--- src/rtl/cpu7_csr_ctl.sv ---
// cpu7_csr_ctl: execute-stage CSR read/modify/write sequencer with ERTN and exception redirect
module cpu7_csr_ctl #(
  parameter int GRLEN   = 32,
  parameter int CSR_BIT = 14
) (
  input  logic               clk,
  input  logic               reset,
  input  logic               ecl_csr_req,
  input  logic [1:0]         ecl_csr_op,
  input  logic [CSR_BIT-1:0] ecl_csr_num,
  input  logic [GRLEN-1:0]   ecl_csr_rd_val,
  input  logic [GRLEN-1:0]   ecl_csr_rj_val,
  input  logic               ecl_csr_ale_e,
  output logic               csr_ready,
  output logic               csr_done,
  output logic [GRLEN-1:0]   csr_result,
  output logic [CSR_BIT-1:0] csr_raddr,
  input  logic [GRLEN-1:0]   csr_rdata,
  output logic [CSR_BIT-1:0] csr_waddr,
  output logic [GRLEN-1:0]   csr_wdata,
  output logic               csr_wen,
  input  logic [GRLEN-1:0]   csr_era,
  input  logic [GRLEN-1:0]   csr_eentry,
  output logic               redirect_valid,
  output logic [GRLEN-1:0]   redirect_pc
);
  localparam logic [1:0] IDLE = 2'd0, READ = 2'd1, WRITE = 2'd2, DONE = 2'd3;
  localparam logic [1:0] OP_RD = 2'd0, OP_XCHG = 2'd2, OP_ERTN = 2'd3;
  localparam logic [CSR_BIT-1:0] CRMD = '0, PRMD = CSR_BIT'(1);
  logic [1:0]         state, op_q;
  logic [CSR_BIT-1:0] num_q;
  logic [GRLEN-1:0]   rd_q, rj_q, old_q;
  logic               ertn;
  assign ertn      = op_q == OP_ERTN;
  assign csr_ready = state == IDLE;
  assign csr_raddr = (state == READ && ertn) ? PRMD : num_q;
  assign csr_waddr = (state == WRITE && ertn) ? CRMD : num_q;
  assign csr_wen   = state == WRITE && !ecl_csr_ale_e;
  // ERTN restores IE from PIE and PLV from PPLV, which share bit positions in PRMD/CRMD
  assign csr_wdata = op_q == OP_XCHG ? (old_q & ~rj_q) | (rd_q & rj_q)
                   : ertn            ? {{(GRLEN-3){1'b0}}, old_q[2], old_q[1:0]}
                   : rd_q;
  always_ff @(posedge clk or posedge reset) begin
    if (reset) begin
      state          <= IDLE;
      op_q           <= '0;
      num_q          <= '0;
      rd_q           <= '0;
      rj_q           <= '0;
      old_q          <= '0;
      csr_done       <= 1'b0;
      csr_result     <= '0;
      redirect_valid <= 1'b0;
      redirect_pc    <= '0;
    end else begin
      csr_done       <= 1'b0;
      redirect_valid <= ecl_csr_ale_e || (state == WRITE && ertn);
      if (ecl_csr_ale_e) begin
        state       <= IDLE;
        redirect_pc <= csr_eentry;
      end else begin
        case (state)
          IDLE: if (ecl_csr_req) begin
            op_q  <= ecl_csr_op;
            num_q <= ecl_csr_num;
            rd_q  <= ecl_csr_rd_val;
            rj_q  <= ecl_csr_rj_val;
            state <= READ;
          end
          READ: begin
            old_q <= csr_rdata;
            state <= op_q == OP_RD ? DONE : WRITE;
            if (op_q == OP_RD) begin
              csr_done   <= 1'b1;
              csr_result <= csr_rdata;
            end
          end
          WRITE: begin
            state      <= DONE;
            csr_done   <= 1'b1;
            csr_result <= ertn ? '0 : old_q;
            if (ertn) redirect_pc <= csr_era;
          end
          default: state <= IDLE;
        endcase
      end
    end
  end
endmodule

--- config.mk ---
export PLATFORM = sky130hd
export DESIGN_NAME = cpu7_csr_ctl
export DESIGN_NICKNAME = d
export VERILOG_FILES = /design/src/rtl/cpu7_csr_ctl.sv
export SDC_FILE = /design/constraint.sdc
export NUM_CORES = 1
export LEC_CHECK = 0
export BUFFER_PORTS_ARGS = -buffer_cell sky130_fd_sc_hd__buf_4
export CAP_MARGIN = 30
export CORE_UTILIZATION = 54
export DETAILED_ROUTE_END_ITERATION = 7
export GPL_TIMING_DRIVEN = 0
export PLACE_DENSITY = 0.91
export SYNTH_ARGS = -nofsm -noshare
export SYNTH_HDL_FRONTEND = slang
export SYNTH_SLANG_ARGS = --single-unit
--- constraint.sdc ---
create_clock -name clk -period 13.4 [get_ports clk]
set_clock_uncertainty 0.2 [all_clocks]
set_input_delay 2.68 -clock clk [delete_from_list [all_inputs] [get_ports clk]]
set_output_delay 2.68 -clock clk [all_outputs]
set_load 0.02 [all_outputs]
* Word level (Yosys, flattened, before mapping)
Cells that the tools add are included.
W data, S select, Z words.
** Operators by class
- Add/sub/neg operators :: 0
- Multiply operators :: 0
- Divide/modulo/power cells :: 0
- Magnitude comparators :: 0
- Eq/ne operators :: 6
- Shifts and indexed selects :: 0
- Mux-type cells :: 17
- Bitwise operators :: 5
- Reduce and logical (&&, ||, !) cells :: 14
** Operators by type and width (count)
- $mux W32 :: 7
- $and A32 B32 Y32 :: 2
- $pmux W32 S2 :: 1
- $not A32 Y32 :: 1
- $or A32 B32 Y32 :: 1
- $mux W14 :: 2
- $eq A2 B2 Y1 const B :: 3
- $pmux W2 S3 :: 1
- $reduce_and A3 Y1 :: 2
- $reduce_bool A2 Y1 :: 3
- $logic_not A2 Y1 :: 2
- $mux W2 :: 2
- $reduce_and A2 Y1 :: 2
- $logic_and A1 B1 Y1 :: 3
- $mux W1 :: 3
- $ne A3 B3 Y1 const B :: 1
- $eq A2 B1 Y1 const B :: 1
- $ne A2 B1 Y1 const B :: 1
- $pmux W1 S2 :: 1
- $logic_not A1 Y1 :: 1
- $logic_or A1 B1 Y1 :: 1
- $not A1 Y1 :: 1
** Word-level totals
- Flip-flop bits (word level) :: 180
- Latch bits :: 0
- RAM bits :: 0
- Memory bits (read-only) :: 0
- Output and inout port bits :: 128
- Word-level logic and storage cells :: 52
- Memories kept :: 0

* Longest topological paths before layout
Gate-level depths: netlist (run 1).
- Word-level depth :: 4
- Depth in mapped cells :: 7

* Worst setup path after synthesis (run 1)
OpenSTA, ideal clock, no wires.
- Kind :: input-to-output
- Start point :: in ecl_csr_ale_e
- End point :: out csr_wen
- Arrival time :: 3330 ps
- Required time :: 10520 ps
- Path slack :: 7190 ps
- Stages on the path :: 3
- Path buffers :: 2
- Path through :: buf_2 > clkbuf_1 > nor2_1
** Between the ends
- Word-level cells in the longest chain between the ends :: 2
** Ends and longest elaborated chain
- start, declared :: line 13 : input logic ecl_csr_ale_e,
- $logic_not A1 Y1 :: line 38 : assign csr_wen = state == WRITE && !ecl_csr_ale_e;
- $logic_and A1 B1 Y1 :: line 38
- end, declared :: line 21 : output logic csr_wen,
Every way passes these cells.

* Final worst setup path (run 1)
Same ends and word-level chain as after synthesis.

==> impl_metrics.ini, run 1 <==
[outcome]
status = complete, no violations

[setup_path]
cp_num_buf_inv = 3
cp_top_family = buffers and inverters
worstPathArrival_ns = 3.52
cp_max_fo = 10
cp_cell_sequence = buf_2 > clkbuf_1 > nor2_1 > buf_4
endpoint_kind = output port
crit_type = input pin to output port
start_kind = input pin
critical-path-max-stage-delay_ns = 0.38
slowest_stage = clkbuf_1
worst-endpoint-required_ns = 10.52
r2r_slack_ns = 11.23

[route]
drt-total-wl_mm = 23.6
drt_iter0_markers = 393
drc = 0
viasPerCell = 5.62
drt-pass1-iter-count = 5
vias = 6615
ant_nets = 0
drt-wirelength-per-cell_microns = 20.1

[clock_network]
cts.sinks = 180
cts-root-buf = clkbuf_16
clockBufferDepth = 2
cts_tree = done
htree_levels = 4
cts_hold_buf = 0
path_clk_slew_ns = 0.06
cts_resized = 0
clock_latency_ns = 0.42
post_cts_buffers = 0
cts_buffers = 17

[power]
ir_drop_v = 0.000151
clock_power_share_pct = 18.9
p_switching_w = 0.00102
switching_share_pct = 37.0
intPower_w = 0.00174
leakagePower_nw = 5.68
powerDensity_nw_per_um2 = 240
sequentialPowerShare_pct = 34.1
pwr-share-comb_pct = 47.0

[logic_synthesis]
yosysTopAreaCell = dfrtp_1
seq_area_frac_synth_pct = 54.2
synth.top_cell.area_share_pct = 54.2
yosysWarnings = 0
synth_cell_types = 29
synth_area_sq_um = 8310
async_reset_ff_share_pct = 100
ys_top_cells_by_area = dfrtp_1 54%, mux2_2 18%, o21ai_0 3.9%
syn_inst = 654
syn_area_per_cell_sq_um = 12.7
ys_ff_latch = 180
synth-main-ff-cell = dfrtp_1
syn_nets = 838
synth-edff-count = 0

[global_routing]
busiest_layer = met2
first_global_vias = 6944
overflow = 0
grt_max_degree = 101
antenna_found_initial = 0
met3_usage_pct = 8.71
grt_util_all_layers_pct = 30.7
gr-usage-met2_pct = 51.7
met1_usage_pct = 35.5
grt_pass1_wl_mm = 36.9

[placement]
place_congestion = 0.870
pre_cts_slack_ns = 7.02
port_buffers = 306
place.detailed.hpwl_mm = 17.8

[die]
dieHeight_microns = 126
die_w_microns = 126
pin_count = 308
die-area_sq_um = 15900
floorplan.initialDensity_pct = 56.3
core_sq_um = 14800
rows = 44

[timing]
worstMarginPinSlew_ns = 0.581
setup_violations = 0
slew_headroom_pct = 61.3
fin_crit_ns = 6.40
clock.fmax_mhz = 156
fin_crit_sh_pct = 47.8
slew_viol_final = 0
fin_ws_ns = 7.00
timing.hold.ws_ns = 0.283
final.setup.tns_ns = 0
rsz0062_at_grt = no
hold_viol_final = 0

[finish]
final_cell_mix = 314 x buf_4, 180 x dfrtp_1, 133 x mux2_2, 65 x o21ai_0, 36 x inv_1
multi_input_comb_area_sq_um = 3340
register_area_sq_um = 4500
fillerInstances = 939
syn2layout_area_growth_pct = 38.3
mostFrequentLayoutCell = buf_4
n_antenna_cell = 0
finalNetCount = 1164
layout-drive-gt1-share_pct = 50.5

[worst_hold_path]
hp-class = register to register

[job]
drv_cap = 0
-- state kept, by name (all words and copies together) (netlist names) --
register,count
redirect_pc,32
old_q,32
rd_q,32
op_q,2
csr_result,32
state,2
csr_done,1
redirect_valid,1
num_q,14
rj_q,32
-- synthesized netlist by cell type (2+ instances only) --
library cell / number
a21oi_1: 3
a22o_1: 32
a32o_1: 28
and2_1: 27
and3b_1: 2
buf_2: 7
buf_4: 8
buf_6: 14
clkbuf_1: 19
dfrtp_1: 180
ha_1: 4
inv_1: 37
mux2_1: 14
mux2_2: 133
mux2i_1: 32
nand2_1: 33
nand2b_1: 2
nor2_1: 2
nor2b_1: 2
o21ai_0: 65
or3_1: 2
-- path summary, 6_finish.rpt --
path                                                 start                         end  depth (start not counted)
worst min-delay path            csr_result[24]$_DFFE_PP0P_  csr_result[24]$_DFFE_PP0P_                          1
worst max-delay path                         ecl_csr_ale_e                     csr_wen                          4
min in group asynchronous                            reset        num_q[7]$_DFFE_PP0P_                          2
worst min register to register  csr_result[24]$_DFFE_PP0P_  csr_result[24]$_DFFE_PP0P_                          1
worst max register to register        state[0]$_DFFE_PP0P_  csr_result[25]$_DFFE_PP0P_                          6
max in group asynchronous                            reset  csr_result[20]$_DFFE_PP0P_                          3
-- cell families (layout without fill, tap and decap cells) --
family          Yosys count  count (layout)  synth area share (%)
compound gates          132             132                  11.2
fa+ha+maj                 4               4                 0.602
buf+inv                  85             424                  5.57
flops                   180             180                  54.2
mux                     179             179                  23.8
simple gates             74              74                  4.64
-- power groups by stage --
stage | logic, W | clock network (W) | registers (W)
6_report | 0.00130 | 0.000521 | 0.000941
3_5_place_dp | 0.00129 | 0 | 0.000942
4_1_cts | 0.00130 | 0.000527 | 0.000936
3_3_place_gp | 0.00126 | 0 | 0.000927
2_1_floorplan | 0.000742 | 0 | 0.000968
5_1_grt | 0.00138 | 0.000553 | 0.000967
-- cell type report --
class                   instances  share of cell area (%)
clock buffers                  25                    4.40
flip-flops and latches        180                    39.2
inverters                      37                    1.27
repair buffers                307                    20.2
multi-input cells             389                    29.1
clock inverters                 7                    1.03
well taps                     184                    2.00
plain buffers                  48                    2.82
-- through the flow --
stage | cells | util, % | total power [W] | cell area [sq um]
floorplan | 654 | - | 0.00171 | 8310
global placement | 1144 | 73.5 | 0.00219 | 10800
detailed placement | 1145 | 73.7 | 0.00224 | 10900
CTS | 1177 | 77.9 | 0.00277 | 11500
global route | 1177 | 77.9 | 0.00289 | 11500
finish | 1177 | 77.9 | 0.00276 | 11500
-- layer usage --
layer	wire (microns)	up-vias
met5	0	-
met4	1230	0
met3	1660	72
met2	11700	291
met1	8990	3255
li1	-	2997
No activity file was read; power rests on OpenSTA's default activity.
==> run 2: changes to the inputs <==
Settings changed: CORE_UTILIZATION 54 to 45, PLACE_DENSITY 0.91 to 0.82.
Clock period 13.4 ns to 5.8 ns, I/O delays scaled along.
==> run 2 against run 1 <==
Compared with the run above:
- via count decreased by 2.0%
- utilization shrank 14 points
- sequential cell count unchanged
- final cell count increased by 4.2%
- routed wire length shrank 2.8%
- worst setup slack got worse by 4.7 ns
- register-to-register slack worse by 7.6 ns
- cell area grew 0.75%
- clock power rose by 120%
- die area increased by 20%
- sequential share of layout area decreased by 0.29 points
- worst hold slack better by 0.0052 ns
- critical path type is now register to output port
- critical endpoint unchanged
- highest routed layer unchanged
==> impl_metrics.ini, run 2 (same netlist as run 1, synthesis figures left out) <==
[clock_network]
cts.sinks = 180
htree_levels = 4
cts_resized = 0
cts-root-buf = clkbuf_16
path_clk_slew_ns = 0.06
clock_latency_ns = 0.43
cts_hold_buf = 0
cts_buffers = 17
clockBufferDepth = 2
post_cts_buffers = 0
cts_tree = done

[global_routing]
busiest_layer = met2
met1_usage_pct = 27.4
antenna_found_initial = 0
overflow = 0
first_global_vias = 6668
met3_usage_pct = 6.80
grt_util_all_layers_pct = 24.3
gr-usage-met2_pct = 42.9
grt_max_degree = 42
grt_pass1_wl_mm = 34.5

[setup_path]
r2r_slack_ns = 3.65
worstReg2RegStart = state[1]$_DFFE_PP0P_
r2r_end = old_q[4]$_DFFE_PP0P_
start_kind = register
reg2reg_depth = 6
worst-endpoint-required_ns = 4.44
cp_common_cell = inv_1
cp_max_fo = 10
crit_type = register to output port
worstPathArrival_ns = 2.16
critical-path-max-stage-delay_ns = 0.48
slowest_stage = clkbuf_1
cp_cell_sequence = inv_1 > ha_1 > inv_1 > clkbuf_1 > nor2_1 > buf_4
endpoint_kind = output port

[worst_hold_path]
whs_path_depth = 1
hold_path_startpoint = csr_result[10]$_DFFE_PP0P_
holdPathEnd = csr_result[10]$_DFFE_PP0P_
hp-class = register to register

[timing]
slew_headroom_pct = 61.9
fin_crit_sh_pct = 60.7
rsz0062_at_grt = no
final.setup.tns_ns = 0
clock.fmax_mhz = 284
hold_viol_final = 0
setup_violations = 0
slew_viol_final = 0
worstMarginPinSlew_ns = 0.572
fin_crit_ns = 3.52

[finish]
final_area_sq_um = 11600
syn2layout_area_growth_pct = 39.4
layout-drive-gt1-share_pct = 50.8
final_cell_mix = 314 x buf_4, 180 x dfrtp_1, 133 x mux2_2, 65 x o21ai_0, 36 x inv_1
finalNetCount = 1168
instances_no_fill = 1226
mostFrequentLayoutCell = buf_4
fillerInstances = 1432

[job]
drv_cap = 0

[route]
ant_nets = 0
drt-wirelength-per-cell_microns = 18.7
drc = 0
viasPerCell = 5.29
drt-total-wl_mm = 22.9
drt-pass1-iter-count = 5
drt_iter0_markers = 283
vias = 6485

[placement]
place.detailed.hpwl_mm = 17.2
port_buffers = 306
post_dp_cell_area_sq_um = 11000
place_congestion = 0.809
placed_cells = 1194

[die]
dieHeight_microns = 138
pin_count = 308
rows = 49
die_w_microns = 138
core_sq_um = 18000
die-area_sq_um = 19000
floorplan.initialDensity_pct = 46.1

[outcome]
status = complete, no violations

[power]
ir_drop_v = 0.000312
powerDensity_nw_per_um2 = 542
leakagePower_nw = 5.69
run 2: changes by cell type in the layout (fill, tap and decap cells not counted):
cell / change
diode_2: +1
clkbuf_1: -2
clkbuf_8: -3
bufinv_16: -1
clkinv_2: +2
buf_12: +5
inv_6: +2
buf_16: -1
inv_8: -1
clkinv_4: +2
run 2: power by group:
part / internal, W / total, W / switching (W)
combinational: 0.00147 / 0.00298 / 0.00151
sequential: 0.00181 / 0.00215 / 0.000341
clock: 0.000657 / 0.00115 / 0.000488
run 2: final cells by class:
type                    count  area (sq um)  area share [%]
inverters                  37           143            1.23
diodes                      1          2.50          0.0216
multi-input cells         389          3340            28.9
clock buffers              20           457            3.94
well taps                 229           287            2.47
clock inverters            11           126            1.09
plain buffers              48           324            2.80
repair buffers            311          2400            20.7
flip-flops and latches    180          4500            38.9
run 2: how the worst max path moves through the flow:
| stage | from | slack [ns] | depth (start not counted) | endpoint |
|---|---|---|---|---|
| 6_report | state[0]$_DFFE_PP0P_ | 2.28 | 6 | csr_wen |
| 3_5_place_dp | ecl_csr_ale_e | 2.45 | 4 | csr_wen |
| 5_1_grt | state[0]$_DFFE_PP0P_ | 2.09 | 6 | csr_wen |
| 3_3_place_gp | reset | 0.94 | 2 | num_q[8]$_DFFE_PP0P_ |
| 4_1_cts | state[0]$_DFFE_PP0P_ | 2.29 | 6 | csr_wen |
| 2_1_floorplan | reset | 2.13 | 1 | csr_done$_DFF_PP0_ |
run 2: through the flow:
| stage | total power [W] | worst slack (ns) | util [%] | hold WS, ns |
|---|---|---|---|---|
| 5_1_grt | 0.00665 | 2.09 | 64.3 | 0.310 |
| 6_report | 0.00627 | 2.28 | 64.3 | 0.288 |
| 4_1_cts | 0.00633 | 2.29 | 64.3 | 0.290 |
| 3_3_place_gp | 0.00507 | 0.942 | 60.5 | 0.269 |
| 2_1_floorplan | 0.00395 | 2.13 | - | 0.274 |
| 3_5_place_dp | 0.00517 | 2.45 | 61.0 | 0.276 |
run 2: routing by layer:
layer  vias to the layer above  wire length [microns]
li1                       2998                      -
met1                      3190                   8870
met4                         0                    708
met3                        50                   1670
met2                       247                  11700
met5                         -                      0
run 2: worst max-delay path: cells and delay by family, from the launching register on:
kind	cells	cell delay [ns]
buf+inv	4	0.99
fa+ha+maj	1	0.26
flops	1	0.40
simple gates	1	0.08
==> run 3: changes to the inputs <==
Settings changed: ABC_AREA set to 1, CORE_UTILIZATION 45 to 50, PLACE_DENSITY 0.82 to 0.85.
Clock period 5.8 ns to 3.55 ns, I/O delays scaled along.
==> run 3 against run 2 <==
Compared with the run above:
- die area fell by 6.0%
- worst hold slack got worse by 0.24 ns
- final cell count rose by 41%
- worst setup slack got worse by 1.8 ns
- synthesized cell count rose by 78%
- non-clock buffer count rose by 17
- power rose by 64%
- critical endpoint unchanged
==> impl_metrics.ini, run 3 <==
[finish]
syn2layout_area_growth_pct = 37.4
final_cell_mix = 538 x nand2_1, 312 x buf_4, 180 x dfrtp_1, 114 x inv_1, 76 x o21ai_0
finalNetCount = 1678
mostFrequentLayoutCell = nand2_1
multi_input_comb_area_sq_um = 3410
fillerInstances = 1340
n_antenna_cell = 0
register_area_sq_um = 4500
layout-drive-gt1-share_pct = 25.9

[setup_path]
crit_type = register to output port
cp_max_fo = 10
endpoint_kind = output port
worst-endpoint-required_ns = 2.64
slowest_stage = clkbuf_1
cp_cell_sequence = inv_1 > ha_1 > buf_2 > inv_2 > clkbuf_1 > nor2_1 > buf_4
worstPathArrival_ns = 2.18
start_kind = register
critical-path-max-stage-delay_ns = 0.51

[logic_synthesis]
synth.top_cell.area_share_pct = 51.9
synthMuxAreaShare_pct = 0
synth.most_common_cell = nand2_1
synthXorXnorAreaFrac_pct = 0
seq_area_frac_synth_pct = 51.9
syn_inst = 1164
syn_nets = 1348
yosysWarnings = 0
yosys-top-cells-count = 538 x nand2_1, 180 x dfrtp_1, 115 x inv_1
ys_ff_latch = 180
synth_top_family_by_area = simple AND/OR/NAND/NOR gates
synth-edff-count = 0
synth-simple-area-share_pct = 29.5
synth_compound_area_share_pct = 9.25
synth-main-ff-cell = dfrtp_1
synthAdderAreaFrac_pct = 0.577
syn_area_per_cell_sq_um = 7.45
synth_cell_types = 19
ys_top_cells_by_area = dfrtp_1 52%, nand2_1 23%, inv_1 5.0%
async_reset_ff_share_pct = 100
synth_area_sq_um = 8670
yosysTopAreaCell = dfrtp_1

[route]
drt_iter0_markers = 700
ant_nets = 0
drc = 0
vias = 8832
drt-pass1-iter-count = 5
drt-total-wl_mm = 26.9
drt-wirelength-per-cell_microns = 15.6
viasPerCell = 5.11

[timing]
fin_crit_ns = 3.09
worstMarginPinSlew_ns = 0.653
hold_viol_final = 0
rsz0062_at_grt = no
fin_crit_sh_pct = 87.0
slew_viol_final = 0
timing.hold.ws_ns = 0.0456
setup_violations = 0
clock.fmax_mhz = 324
final.setup.tns_ns = 0
slew_headroom_pct = 56.4

[die]
die-area_sq_um = 17900
rows = 47
dieHeight_microns = 134
floorplan.initialDensity_pct = 51.8
die_w_microns = 134
core_sq_um = 16800
pin_count = 308

[clock_network]
cts_buffers = 17
path_clk_slew_ns = 0.07
cts-root-buf = clkbuf_16
clockBufferDepth = 2
cts.sinks = 180
post_cts_buffers = 0
cts_tree = done
cts_hold_buf = 0
clock_latency_ns = 0.43
htree_levels = 4
cts_resized = 0

[job]
drv_cap = 0

[placement]
port_buffers = 306
place.detailed.hpwl_mm = 20.4
place_congestion = 0.861

[global_routing]
met3_usage_pct = 7.27
antenna_found_initial = 0
grt_max_degree = 43
grt_util_all_layers_pct = 30.7
grt_pass1_wl_mm = 42.5
met1_usage_pct = 38.3
first_global_vias = 8463
overflow = 0
busiest_layer = met2
gr-usage-met2_pct = 51.7

[power]
leakagePower_nw = 6.84
powerDensity_nw_per_um2 = 861
ir_drop_v = 0.000490

[worst_hold_path]
hp-class = input pin to async pin

[outcome]
status = complete, no violations
## run 3: per-stage QoR
step                cells  area [sq um]  setup slack (ns)  total power (W)  utilization, %
floorplan            1164          8680             0.331          0.00631               -
global placement     1690         11200            -0.748          0.00827            67.1
detailed placement   1695         11300             0.914          0.00843            67.7
CTS                  1727         11900             0.447           0.0103            71.1
global route         1727         11900             0.321           0.0109            71.1
finish               1727         11900             0.461           0.0103            71.1
## run 3: worst paths after layout
check	cells past startpoint	end	start	slack, ns
max in group asynchronous	5	csr_result[25]$_DFFE_PP0P_	reset	2.18
max	7	csr_wen	state[0]$_DFFE_PP0P_	0.46
min in group clk	2	redirect_pc[19]$_DFFE_PP0P_	redirect_pc[19]$_DFFE_PP0P_	0.28
min	2	rd_q[8]$_DFFE_PP0P_	reset	0.05
max reg2reg	9	csr_result[25]$_DFFE_PP0P_	state[0]$_DFFE_PP0P_	1.44
min reg2reg	2	redirect_pc[19]$_DFFE_PP0P_	redirect_pc[19]$_DFFE_PP0P_	0.28
## run 3: cell families (layout without fill, tap and decap cells)
group	after synthesis	after routing
compound gates	144	144
buf+inv	183	526
fa+ha+maj	4	4
flops	180	180
simple gates	653	653
## run 3: routing by layer
layer | vias up | part of all wire [%]
met2 | 402 | 50
met3 | 59 | 8.2
met4 | 0 | 2.8
met1 | 4111 | 39
met5 | - | 0
li1 | 4260 | -
## run 3: worst max-delay path: cells and delay by family (launching register included)
kind	cells	cell delay (ns)
flops	1	0.40
fa+ha+maj	1	0.19
buf+inv	5	1.09
simple gates	1	0.08
## run 3: power by group
part	internal [W]	switching (W)	total (W)
Clock	0.00103	0.000803	0.00183
Combinational	0.00185	0.00307	0.00492
Sequential	0.00292	0.000600	0.00352
Total	0.00579	0.00448	0.0103
## run 3: final cells by class
cell class / count / area share, %
repair buffers: 311 / 20.1
clock inverters: 10 / 0.819
well taps: 220 / 2.31
plain buffers: 65 / 2.59
clock buffers: 22 / 3.98
flip-flops and latches: 180 / 37.8
multi-input cells: 801 / 28.6
inverters: 118 / 3.77
